File: src/rtl/ready_draw.sv
// Ready-gated draw latch: once every player's READY has been held long enough,
// captures the free-running draw source. Define READY_DRAW_LFSR_EN for an LFSR source.
module ready_draw #(
  parameter int PLAYERS  = 2,
  parameter int NUM_W    = 4,
  parameter int NUM_MIN  = 0,
  parameter int NUM_MAX  = 9,
  parameter int TICK_DIV = 5_000_000,
  parameter int HOLD_CYC = 4
) (
  input  logic               CLK,
  input  logic               RST,
  input  logic [PLAYERS-1:0] READY,
  input  logic               ACK,
  output logic [NUM_W-1:0]   NUM,
  output logic               OK,
  output logic               DRAW_P,
  output logic               ALL_READY
);

  localparam int HOLD_W = $clog2(HOLD_CYC) + 1;

  typedef enum logic [1:0] {IDLE, ARMED, DRAW, DONE} state_t;

  state_t             state_q, state_d;
  logic [HOLD_W-1:0]  hold_q, hold_d;
  logic               lock_q, lock_d;
  logic [NUM_W-1:0]   num_d;
  logic               ok_d, draw_p_d;
  logic [NUM_W-1:0]   sec;

`ifdef READY_DRAW_LFSR_EN
  localparam int RANGE  = NUM_MAX - NUM_MIN + 1;
  localparam int FOLD_N = ((2 ** (NUM_W + 1)) + RANGE - 1) / RANGE;
  localparam logic [NUM_W:0] RANGE_V = (NUM_W + 1)'(RANGE);

  logic [15:0]  lfsr;
  logic [NUM_W:0] fold;

  // Fibonacci LFSR, taps 16,14,13,11, advancing every cycle.
  always_ff @(posedge CLK) begin
    if (RST) lfsr <= 16'hACE1;
    else     lfsr <= {lfsr[14:0], lfsr[15] ^ lfsr[13] ^ lfsr[12] ^ lfsr[10]};
  end

  always_comb begin
    fold = lfsr[NUM_W:0];
    for (int i = 0; i < FOLD_N; i++) begin
      if (fold >= RANGE_V) fold = fold - RANGE_V;
    end
    sec = NUM_W'(NUM_MIN) + fold[NUM_W-1:0];
  end
`else
  localparam int CNT_W = (TICK_DIV > 1) ? $clog2(TICK_DIV) : 1;

  logic [CNT_W-1:0] cnt;
  logic             tick;

  assign tick = (cnt == CNT_W'(TICK_DIV - 1));

  // Tick divider and wrapped draw counter run regardless of game state.
  always_ff @(posedge CLK) begin
    if (RST) begin
      cnt <= '0;
      sec <= NUM_W'(NUM_MIN);
    end else begin
      cnt <= tick ? '0 : cnt + 1'b1;
      if (tick) sec <= (sec == NUM_W'(NUM_MAX)) ? NUM_W'(NUM_MIN) : sec + 1'b1;
    end
  end
`endif

  always_ff @(posedge CLK) begin
    if (RST) begin
      ALL_READY <= 1'b0;
      state_q   <= IDLE;
      hold_q    <= '0;
      lock_q    <= 1'b0;
      NUM       <= '0;
      OK        <= 1'b0;
      DRAW_P    <= 1'b0;
    end else begin
      ALL_READY <= &READY;
      state_q   <= state_d;
      hold_q    <= hold_d;
      lock_q    <= lock_d;
      NUM       <= num_d;
      OK        <= ok_d;
      DRAW_P    <= draw_p_d;
    end
  end

  always_comb begin
    state_d  = state_q;
    hold_d   = hold_q;
    lock_d   = lock_q;
    num_d    = NUM;
    ok_d     = OK;
    draw_p_d = 1'b0;
    case (state_q)
      IDLE: begin
        if (ALL_READY && !lock_q) begin
          state_d = ARMED;
          hold_d  = '0;
        end
      end
      ARMED: begin
        if (!ALL_READY) begin
          state_d = IDLE;
          hold_d  = '0;
        end else if (hold_q == HOLD_W'(HOLD_CYC - 1)) begin
          state_d = DRAW;
        end else begin
          hold_d = hold_q + 1'b1;
        end
      end
      DRAW: begin
        num_d    = sec;
        ok_d     = 1'b1;
        draw_p_d = 1'b1;
        lock_d   = 1'b1;
        state_d  = DONE;
      end
      DONE: begin
        if (ACK) begin
          state_d = IDLE;
          ok_d    = 1'b0;
        end
      end
      default: state_d = IDLE;
    endcase
    // A release always unlocks, so a fresh press is needed for the next draw.
    if (!ALL_READY) lock_d = 1'b0;
  end

endmodule
File: config.mk
export PLATFORM = sky130hd
export DESIGN_NAME = ready_draw
export DESIGN_NICKNAME = d
export VERILOG_FILES = /design/src/rtl/ready_draw.sv
export SDC_FILE = /design/constraint.sdc
export NUM_CORES = 1
export LEC_CHECK = 0
export BUFFER_PORTS_ARGS = -buffer_cell sky130_fd_sc_hd__buf_2
export CAP_MARGIN = 20
export CORE_ASPECT_RATIO = 2
export CORE_MARGIN = 10
export CORE_UTILIZATION = 53
export CTS_CLUSTER_DIAMETER = 150
export DETAILED_ROUTE_END_ITERATION = 16
export PLACE_DENSITY = 0.74
export SYNTH_ARGS = -nofsm -noshare
export SYNTH_HDL_FRONTEND = slang
export SYNTH_SLANG_ARGS = --single-unit
File: constraint.sdc
create_clock -name CLK -period 2.31 [get_ports CLK]
set_clock_uncertainty 0.2 [all_clocks]
set_input_delay 0.462 -clock CLK [delete_from_list [all_inputs] [get_ports CLK]]
set_output_delay 0.462 -clock CLK [all_outputs]
set_load 0.02 [all_outputs]
==> run_results.csv <==
group,metric,value,unit
timing,hold_viol,0,
timing,maxSlewHeadroom,0.707,
place,gp_congestion,0.868,
cells_and_area,nNetsFinal,245,
run_status,outcome,"complete, no violations",
clock_network,clk_pin_slew,0.08,ns
worst_hold_path,holdCritStartpoint,"READY[1]",
power,ir_drop,586,uV
clock_network,clkSinkCount,40,
setup_path,slowest_delay,0.54,ns
clock_network,clockRootBuffer,"clkbuf_8",
cells_and_area,area_growth,17.1,%
global_route,grt_pass1_wl,6890,um
routing,via_count,1583,
timing,fin_crit_sh,0.964,
timing,fmaxAchievable,449,MHz
setup_path,path_common_cell,"or4_4",
place,hpwl,3060,um
synthesis,synth_area,1770,um2
synthesis,synth_area_leaders,"dfxtp_1 45%, a21oi_1 5.7%, nor2_1 5.3%",
routing,first_iter_violations,35,
cells_and_area,num_antenna_cells,0,
power,cellPowerDensity,640,nW/um2
setup_path,crit_chain,"or4_1 -> or4_4 -> or4_4 -> a21oi_2",
synthesis,syn_avg_cell_area,8.35,um2
global_route,grt_pass1_vias,1592,
global_route,gr-usage-all-layers,0.143,
routing,drc,0,
routing,dr.pass1.iters,4,
clock_network,numCtsBuffers,5,
clock_network,post-cts-setup-buffers,0,
place,pre_cts_ws,0.00901,ns
timing,rsz0062_at_grt,"false",
place,post-place-cells,261,
timing,fin_ws,0.0822,ns
worst_hold_path,hold_path.class,"in2reg",
setup_path,timing.rr.start,"cnt[15]",
floorplan,core_area,3190,um2
cells_and_area,drive_gt1_frac,0.189,
setup_path,r2r_cells,4,
place,portBuffers,11,
setup_path,r2r-end,"sec[1]",
timing,drv_slew,0,
clock_network,clockBufferDepth,2,
synthesis,synth_flop_cell,"dfxtp_1",
floorplan,ios,12,
place,place_area,1940,um2
worst_hold_path,hold_depth,3,
timing,fin_setup_tns,0,ns
setup_path,path_class,"reg2reg",
routing,ant_nets,0,
routing,drt-total-wl,3930,um
clock_network,tritoncts,"yes",
floorplan,dieArea,6190,um2
synthesis,synth.most_common_cell,"dfxtp_1",
timing,setup_viol,0,
run,cap_viol_max_count,0,
timing,period_needed,2.23,ns
synthesis,synth-edff-count,0,
floorplan,rows,29,
setup_path,r2r_setup_slack,0.08,ns
setup_path,crit_fanout,9,
synthesis,synth.distinct_cells,37,
global_route,grt_max_degree,19,
worst_hold_path,holdPathEnd,"ALL_READY",
global_route,antenna_found_initial,0,
floorplan,die_h,102,um
cells_and_area,final_cells,269,
routing,avgRoutedWirePerCell,14.6,um
global_route,grt-ovfl-total,0,
synthesis,yosysTopAreaCellShare,0.453,
synthesis,synthTopCellsByCount,"40 x dfxtp_1, 25 x nor2_1, 21 x nand2_1, 20 x a21oi_1, 12 x o21ai_0",
setup_path,worstSetupStartpointType,"flip-flop",
synthesis,ys_async_sr_fraction,0,
setup_path,worst-path-buf-inv,0,
setup_path,required,2.35,ns
routing,via_per_inst,5.88,
synthesis,ys_seq_area_frac,0.453,
setup_path,crit_path_end_kind,"flip-flop",
setup_path,cpMaxStageDelayCell,"or4_4",
setup_path,arrival,2.27,ns
cells_and_area,fin_util,0.649,
synthesis,syn_nets,220,
clock_network,clk_latency,0.30,ns
synthesis,yosysTopAreaCell,"dfxtp_1",
floorplan,initial_core_util,0.554,
timing,tightest_slew,0.433,ns
synthesis,yosys_warnings,0,
synthesis,ys_ff_latch,40,
clock_network,htreeDepth,2,
setup_path,path_delay_family,"simple AND/OR/NAND/NOR gates",
cells_and_area,final_area,2070,um2
synthesis,postSynthCellCount,212,
power,leakage,0.732,nW
floorplan,die_x,60.9,um
## stage by stage
stage          power (mW)  hold slack, ns
6_report             1.33           0.180
5_1_grt              1.37           0.205
4_1_cts              1.34           0.183
3_5_place_dp        0.760           0.243
3_3_place_gp        0.756           0.239
2_1_floorplan       0.740           0.241
## repair_timing
item / CTS / global route
hold buffers: 0 / 0
resized for setup: 1 / 3
gates cloned: 0 / 0
setup endpoints to repair: 1 / 4
## report_power, final
| part | switching (mW) | internal (mW) | total, mW |
|---|---|---|---|
| clock | 0.258 | 0.325 | 0.583 |
| sequential | 0.00554 | 0.694 | 0.700 |
| combinational | 0.0233 | 0.0201 | 0.0434 |
## cell type report
type | count | area [um2]
Inverter | 8 | 30.0
Clock inverter | 3 | 46.3
Fill cell | 280 | 1120
Timing Repair Buffer | 26 | 168
Multi-Input combinational cell | 156 | 920
Tap cell | 31 | 38.8
Clock buffer | 5 | 68.8
Sequential cell | 40 | 801
## layer usage
metal  global-route usage  part of all wire  wire length, um  vias up
li1                     -                 -                -      791
met1                0.129              0.34             1350      755
met2                0.264              0.58             2270       26
met3               0.0376             0.046              182       11
met4               0.0815             0.033              128        0
met5                    0                 0                0        -
## worst max-delay path by stage
stage,cells past startpoint,start,to,slack [ns]
floorplan,5,cnt[15],sec[1],0.07
global placement,4,cnt[15],sec[1],0.06
detailed placement,4,cnt[15],sec[1],0.009
CTS,4,cnt[15],sec[1],0.07
global route,5,cnt[2],cnt[17],0.02
finish,4,cnt[15],sec[1],0.08
## placed cells by master, fill, tap and decap left out, types with 3 or more instances in the layout
| cell type | count |
|---|---|
| inv_1 | 8 |
| mux2i_1 | 3 |
| buf_4 | 15 |
| a21oi_1 | 19 |
| o21ai_0 | 12 |
| dfxtp_1 | 40 |
| clkbuf_8 | 5 |
| or4_1 | 5 |
| nand3_1 | 10 |
| xnor2_1 | 7 |
| buf_2 | 11 |
| nor3_1 | 3 |
| nor2_1 | 25 |
| nand4_1 | 4 |
| or3_1 | 9 |
| and3_1 | 3 |
| nand2_1 | 21 |
| ha_1 | 3 |
| xor2_1 | 5 |
## worst min-delay path: stages
cell	delay, ns
buf_2	0.09
nand2_1	0.05
nor2_1	0.04
## registers in the layout, summed over array words and instances, names as in the netlist, named ones only
signal	count
lock_q	1
OK	1
state_q	1
ALL_READY	1
cnt	23
hold_q	3
NUM	4
DRAW_P	1
sec	4
## logic make-up (layout without fill, tap and decap cells)
family | Yosys count | count (layout) | share of synthesized area
AO/OA/AOI/OAI | 39 | 39 | 0.123
XOR/XNOR | 12 | 12 | 0.0594
adder cells (fa/ha/maj) | 3 | 3 | 0.0212
buffers and inverters | 16 | 42 | 0.0361
flip-flops | 40 | 40 | 0.453
multiplexers | 3 | 3 | 0.0170
AND/OR/NAND/NOR | 99 | 99 | 0.291
Power figures use the tool's default switching activity.
